File: src/rtl/geom_point_predictor.sv
// Prediction stage ahead of the saturating point adder: pairs each residual with a
// zero/previous/linear prediction and learns the reconstructed point back on consume.
module geom_point_predictor #(
    parameter int unsigned W     = 32,
    parameter int unsigned IDX_W = 16
) (
    input  logic             clk,
    input  logic             rst_n,
    input  logic [1:0]       cfg_mode,
    input  logic             in_valid,
    output logic             in_ready,
    input  logic             in_first,
    input  logic [W-1:0]     in_res_x,
    input  logic [W-1:0]     in_res_y,
    input  logic [W-1:0]     in_res_z,
    output logic             out_valid,
    input  logic             out_ready,
    output logic [W-1:0]     out_pred_x,
    output logic [W-1:0]     out_pred_y,
    output logic [W-1:0]     out_pred_z,
    output logic [W-1:0]     out_res_x,
    output logic [W-1:0]     out_res_y,
    output logic [W-1:0]     out_res_z,
    output logic             out_first,
    output logic [IDX_W-1:0] out_idx,
    input  logic [W-1:0]     recon_x,
    input  logic [W-1:0]     recon_y,
    input  logic [W-1:0]     recon_z
);

    localparam int unsigned EW = W + 2;
    localparam logic [1:0] MODE_ZERO = 2'd0;
    localparam logic [1:0] MODE_LIN  = 2'd2;

    logic [2:0][W-1:0] res_in;
    logic [2:0][W-1:0] recon_in;
    logic [2:0][W-1:0] pred_c;

    logic              valid_q, valid_d;
    logic              first_q, first_d;
    logic [1:0]        mode_q, mode_d;
    logic [1:0]        hist_cnt_q, hist_cnt_d;
    logic [IDX_W-1:0]  idx_q, idx_d;
    logic [2:0][W-1:0] res_q, res_d;
    logic [2:0][W-1:0] h1_q, h1_d;
    logic [2:0][W-1:0] h0_q, h0_d;

    logic accept;
    logic consume;

    assign res_in   = {in_res_z, in_res_y, in_res_x};
    assign recon_in = {recon_z, recon_y, recon_x};

    assign in_ready = !valid_q || out_ready;
    assign accept   = in_valid && in_ready;
    assign consume  = valid_q && out_ready;

    // 2*a - b evaluated with two guard bits, clamped to the signed W-bit range.
    function automatic logic [W-1:0] lin_sat(input logic [W-1:0] a, input logic [W-1:0] b);
        logic signed [EW-1:0] t;
        logic [W-1:0]         r;
        t = (EW'(signed'(a)) <<< 1) - EW'(signed'(b));
        if ((&t[EW-1:W-1]) || !(|t[EW-1:W-1])) begin
            r = t[W-1:0];
        end else if (t[EW-1]) begin
            r = {1'b1, {(W-1){1'b0}}};
        end else begin
            r = {1'b0, {(W-1){1'b1}}};
        end
        return r;
    endfunction

    // Prediction depends only on registered state; a fresh frame sees empty history.
    always_comb begin
        pred_c = '0;
        if (valid_q && !first_q && (hist_cnt_q != 2'd0)) begin
            case (mode_q)
                MODE_ZERO: pred_c = '0;
                MODE_LIN: begin
                    if (hist_cnt_q == 2'd2) begin
                        for (int a = 0; a < 3; a++) begin
                            pred_c[a] = lin_sat(h1_q[a], h0_q[a]);
                        end
                    end else begin
                        pred_c = h1_q;
                    end
                end
                default: pred_c = h1_q;
            endcase
        end
    end

    always_comb begin
        valid_d    = valid_q;
        first_d    = first_q;
        mode_d     = mode_q;
        hist_cnt_d = hist_cnt_q;
        idx_d      = idx_q;
        res_d      = res_q;
        h1_d       = h1_q;
        h0_d       = h0_q;

        // History learns from the entry leaving, before any new entry replaces it.
        if (consume) begin
            valid_d = 1'b0;
            idx_d   = idx_q + IDX_W'(1);
            h1_d    = recon_in;
            if (first_q) begin
                h0_d       = '0;
                hist_cnt_d = 2'd1;
            end else begin
                h0_d       = h1_q;
                hist_cnt_d = (hist_cnt_q == 2'd2) ? 2'd2 : hist_cnt_q + 2'd1;
            end
        end

        if (accept) begin
            valid_d = 1'b1;
            first_d = in_first;
            mode_d  = cfg_mode;
            res_d   = res_in;
            if (in_first) begin
                idx_d = '0;
            end
        end
    end

    always_ff @(posedge clk or negedge rst_n) begin
        if (!rst_n) begin
            valid_q    <= 1'b0;
            first_q    <= 1'b0;
            mode_q     <= 2'd0;
            hist_cnt_q <= 2'd0;
            idx_q      <= '0;
            res_q      <= '0;
            h1_q       <= '0;
            h0_q       <= '0;
        end else begin
            valid_q    <= valid_d;
            first_q    <= first_d;
            mode_q     <= mode_d;
            hist_cnt_q <= hist_cnt_d;
            idx_q      <= idx_d;
            res_q      <= res_d;
            h1_q       <= h1_d;
            h0_q       <= h0_d;
        end
    end

    assign out_valid  = valid_q;
    assign out_first  = first_q;
    assign out_idx    = idx_q;
    assign out_res_x  = res_q[0];
    assign out_res_y  = res_q[1];
    assign out_res_z  = res_q[2];
    assign out_pred_x = pred_c[0];
    assign out_pred_y = pred_c[1];
    assign out_pred_z = pred_c[2];

endmodule

File: config.mk
export PLATFORM = sky130hd
export DESIGN_NAME = geom_point_predictor
export DESIGN_NICKNAME = d
export VERILOG_FILES = /design/src/rtl/geom_point_predictor.sv
export SDC_FILE = /design/constraint.sdc
export NUM_CORES = 1
export LEC_CHECK = 0
export CAP_MARGIN = 20
export CORE_ASPECT_RATIO = 1.1
export CORE_MARGIN = 8
export CORE_UTILIZATION = 35
export DETAILED_ROUTE_END_ITERATION = 6
export SLEW_MARGIN = 20
export SYNTH_ARGS = -nofsm -noshare
export SYNTH_HDL_FRONTEND = slang
export SYNTH_SLANG_ARGS = --single-unit
File: constraint.sdc
create_clock -name clk -period 4.3 [get_ports clk]
set_input_delay 0.86 -clock clk [delete_from_list [all_inputs] [get_ports clk]]
set_output_delay 0.86 -clock clk [all_outputs]
set_load 0.005 [all_outputs]
Yosys cells after proc, flatten, opt, wreduce, memory -nomap -nowiden:

Index checks and enable logic that the tools add are counted.

* output and inout bits: 211
* memories: 0
* RAM bits: 0
* bits in latches: 0
* bits in registers: 310
* memory bits (read-only): 0

* divide/modulo/power cells: 0
* $mul: 0
* shifts and indexed selects: 0
* add/sub/neg operators: 5
* mux-type cells: 17
* reduce and logical (&&, ||, !) cells: 22
* $lt $le $gt $ge: 0
* bitwise gates (word level): 0
* equality and inequality tests: 2

Operator list (count)
* 96-bit two-way mux: 3
* 32-bit two-way mux: 6
* 96-bit one-hot mux with 2 select lines: 1
* 33-bit by 32-bit subtractor with 34-bit output: 3
* 16-bit two-way mux: 3
* 16-bit by 1-bit adder with 16-bit output, second input constant: 1
* 3-bit AND reduction: 3
* 3-bit OR reduction: 3
* 1-bit logical NOT: 5
* 2-bit equality test, second input constant: 2
* 1-bit logical AND: 4
* 1-bit logical OR: 4
* 2-bit two-way mux: 2
* 2-bit nonzero test: 2
* 2-bit by 1-bit adder with 2-bit output, second input constant: 1
* 2-bit logical NOT: 1
* 1-bit two-way mux: 2

Depth between registers and ports, before layout:

* depth in word-level cells: 8
* gate-level depth with buffers: 15
* gate-level depth less buffers: 12

Least setup slack after synthesis:

OpenSTA, ideal clock, no wires.

* path type: register to output
* start: reg h1_q[0] (netlist bit)
* end: out out_pred_x[19]
* stages on the path, launching flop included: 13
* buffers on the path: 1
* slack: 379 ps
* arrival: 3061 ps
* cells stage by stage: dfrtp_1 -> fa_1 -> a211oi_1 -> o211ai_1 -> a311oi_2 -> o41ai_2 -> a221oi_1 -> xnor2_1 -> nor2_1 -> nor3_2 -> clkbuf_1 -> o21ai_0 -> a21oi_1

* word-level cells in the longest chain between the ends: 8

Ends and longest elaborated chain
* start, declared: RTL line 45 `logic [2:0][W-1:0] h1_q, h1_d;`
* start signal, assigned: RTL line 136 `h1_q <= '0;`
* start signal, assigned: RTL line 145 `h1_q <= h1_d;`
* 33-bit by 32-bit subtractor with 34-bit output *: RTL line 62 `t = (EW'(signed'(a)) <<< 1) - EW'(signed'(b));`
* 3-bit OR reduction: RTL line 63 `if ((&t[EW-1:W-1]) || !(|t[EW-1:W-1])) begin`
* 1-bit logical NOT: RTL line 63
* 1-bit logical OR: RTL line 63
* 32-bit two-way mux *: RTL line 63
* 96-bit two-way mux *: RTL line 80 `if (hist_cnt_q == 2'd2) begin`
* 96-bit one-hot mux with 2 select lines *: RTL line 77 `case (mode_q)`
* 96-bit two-way mux *: RTL line 76 `if (valid_q && !first_q && (hist_cnt_q != 2'd0)) begin`
* end, declared: RTL line 18 `output logic [W-1:0] out_pred_x,`

Mark *: on every way between the ends. The rest lies on a longest branch, timed or not.

Worst setup path in the final report:

* start: reg h0_q[3] (netlist bit)
* end: out out_pred_x[10]

* word-level cells in the longest chain between the ends: 8

Ends and longest elaborated chain
* start, declared: RTL line 46 `logic [2:0][W-1:0] h0_q, h0_d;`
* start signal, assigned: RTL line 137 `h0_q <= '0;`
* start signal, assigned: RTL line 146 `h0_q <= h0_d;`
* 33-bit by 32-bit subtractor with 34-bit output *: RTL line 62
* 3-bit OR reduction: RTL line 63
* 1-bit logical NOT: RTL line 63
* 1-bit logical OR: RTL line 63
* 32-bit two-way mux *: RTL line 63
* 96-bit two-way mux *: RTL line 80
* 96-bit one-hot mux with 2 select lines *: RTL line 77
* 96-bit two-way mux *: RTL line 76

Marks and branches as above.

==> results.tsv <==
metric	value	unit
Synth area leaders	dfrtp_1 40%, nand2_1 8.5%, ha_1 6.4%	
share of layout cells above drive strength 1	0.3164	
grt ovf	0	
Core Area	54730	sq um
max_cap viols	0	
CTS Buffer Depth	3	
Root Driver	clkbuf_16	
Post-Syn Area	19310	sq um
htree depth	2	
FF-to-FF End	out_res_z[27]	
Worst Path Required	3.44	ns
switching pwr	5.997	mW
Reg clk slew, reported paths	0.06	ns
total wire length	73.02	mm
CTS Buf Count	40	
Synth area leader	dfrtp_1	
Synth Register Bits	310	
gr usage total	0.2262	
ratio of final minimum period to clock period	1.137	
CP startpoint kind	register	
die width	240.0	microns
global-route wire length before repair	115.2	mm
sequential power share	0.228	
Post-synth EDFFs	0	
Ys Warns	0	
# DRC	0	
CP Max Fanout	4	
vias in the first global route	20770	
Layout Area Growth over Synthesis	57.26	%
PortBufs	409	
via count	19420	
Peak VDD IR	0.0003575	V
initial antenna violation count	4	
Synth Instances	2210	
clock share of power	0.222	
worst skew pair latency	0.57	ns
placed wire-length estimate	51.76	mm
status	complete, but fails checks	
Switching Share	0.3805	
number of vias per cell	5.179	
Gate power share	0.550	
site row count	90	
FF-to-FF path depth	4	
RR Startpoint	out_valid	
Max Clock Freq	204.6	MHz
Die ar.	62950	sq um
post-detailed-route count of antenna-violating nets	0	
gpl congestion	0.9246	
relative slew slack	0.4620	
leakage	13.62	nW
final std cells w/o fill	3750	
failing checks	setup timing	
num ports	410	
final setup violation count	93	
ys flop type	dfrtp_1	
setup ws final	-0.5887	ns
Synth Net Count	2511	
largest net degree at the start of global routing	100	
Synth Area per Inst	8.737	sq um
Initial DRC Count	1006	
Initial Util	0.3528	
critical path type	reg -> out	
CP Capture Type	output port	
# placed instances	3581	
Pre-Repair DR Iteration Count	5	
Hold WC Path Type	in -> async	
CTS Hold Bufs	0	
Synth top cells by count	439 x nand2_1, 310 x dfrtp_1, 209 x o21ai_0, 177 x a21oi_1, 123 x inv_1	
unique cell type count in the Yosys netlist	89	
Net count, final	3280	
Final Hold Fails	0	
clock tree sinks	310	
RSZ-0062 raised after global routing	true	
fin. max-slew vios	0	
wire per inst	19.47	microns
power per cell area	518.9	nW/um^2
Final Skew	0.01328	ns
Synth top area share	0.4017	
die height	262.4	microns
count leader, synth	nand2_1	
Int Power	9.761	mW
reg-to-reg slack, setup	2.19	ns
Seq/Total Area, Yosys	0.4017	
total chip power	15.76	mW
Worst Tran Pin Value	0.8070	ns
ys async rst share	1.000	
fin crit period	4.889	ns
TritonCTS clock tree	done	
WP data arrival	4.03	ns
## flip-flops by register name, indices dropped and copies added, names as in the netlist, 2 cells and up
signal      cells
out_res_x      32
out_res_y      32
h1_q           96
out_res_z      32
hist_cnt_q      2
mode_q          2
h0_q           96
out_idx        16
## worst max-delay path by stage
stage | startpoint | to | slack (ns)
after global routing | h0_q[0] | out_pred_x[10] | -0.77
after floorplan | h1_q[0] | out_pred_x[19] | 0.38
after CTS | h0_q[0] | out_pred_x[27] | -0.58
after global placement | h1_q[32] | out_pred_y[30] | -0.39
final | h0_q[3] | out_pred_x[10] | -0.59
after detailed placement | h1_q[0] | out_pred_x[21] | -0.50
## power groups by stage
stage | Sequential [mW] | Combinational (mW) | Clock (mW)
floorplan | 3.62 | 3.45 | 0
detailed placement | 3.62 | 6.57 | 0
global route | 3.63 | 9.34 | 3.71
CTS | 3.58 | 8.01 | 3.62
finish | 3.59 | 8.67 | 3.50
global placement | 3.61 | 6.50 | 0
## cells in the final DEF (no fill, tap or decap), types with 84 or more instances in the layout
master / Yosys / routed
a21oi_1: 177 / 127
buf_2: 10 / 84
buf_4: 1 / 371
clkdlybuf4s50_1: 0 / 312
dfrtp_1: 310 / 309
inv_1: 123 / 118
mux2_2: 98 / 98
nand2_1: 439 / 434
nand3b_1: 96 / 96
o21ai_0: 209 / 152
## kinds of logic after synthesis
logic type | share of synthesized area
and+or+nand+nor | 0.1828
AOI/OAI and AO/OA | 0.1957
DFF | 0.4017
buffers and inverters | 0.05171
adders and majority gates | 0.06726
muxes | 0.05767
xor gates and xnor gates | 0.04309
## through the flow
step	utilization	worst slack, ns	hold WS [ns]	setup TNS, ns	cell area [sq um]
global placement	0.4869	-0.3866	0.4872	-20.64	26650
floorplan	-	0.3792	0.4882	0	19310
detailed placement	0.4869	-0.5015	0.4921	-27.97	26650
global route	0.5548	-0.7737	0.3185	-55.35	30360
CTS	0.5404	-0.5815	0.2922	-39.41	29570
finish	0.5549	-0.5887	0.2652	-40.70	30370
## what timing repair did
action                     4_1_cts  5_1_grt
pin swaps                      144      116
setup endpoints to repair       96       96
gates resized for setup        668      132
hold endpoints to repair         0        0
setup buffers                   70       25
cloned                          11        0
## metal layers
metal  global-route usage  share of wire  wire (microns)
met1               0.2648           0.40           29350
met2               0.3942           0.49           36000
met3              0.06418          0.073            5334
met4              0.07267          0.032            2328
met5                    0              0               0
## layout make-up
type,count,area (sq um)
tap,736,920.9
clock inverter,16,193.9
inverter,123,461.7
clock buffer,56,1172
sequential,310,7759
timing repair buffer,859,7756
antenna,5,12.51
multi-input combinational,1645,12090
fill,4941,24360
## worst max-delay path, stage by stage, from the launching register on
cell      delay [ns]
dfrtp_1         0.33
inv_1           0.05
ha_1            0.30
buf_4           0.15
o211ai_1        0.24
o211ai_1        0.18
a311oi_2        0.27
buf_4           0.18
o41ai_4         0.09
a221oi_2        0.27
xnor2_1         0.20
buf_4           0.17
nor2_4          0.03
nor3_4          0.14
buf_4           0.16
buf_12          0.11
buf_12          0.12
buf_8           0.11
o21ai_1         0.07
a21oi_1         0.14
buf_2           0.15
(Power assumes the default switching activity.)
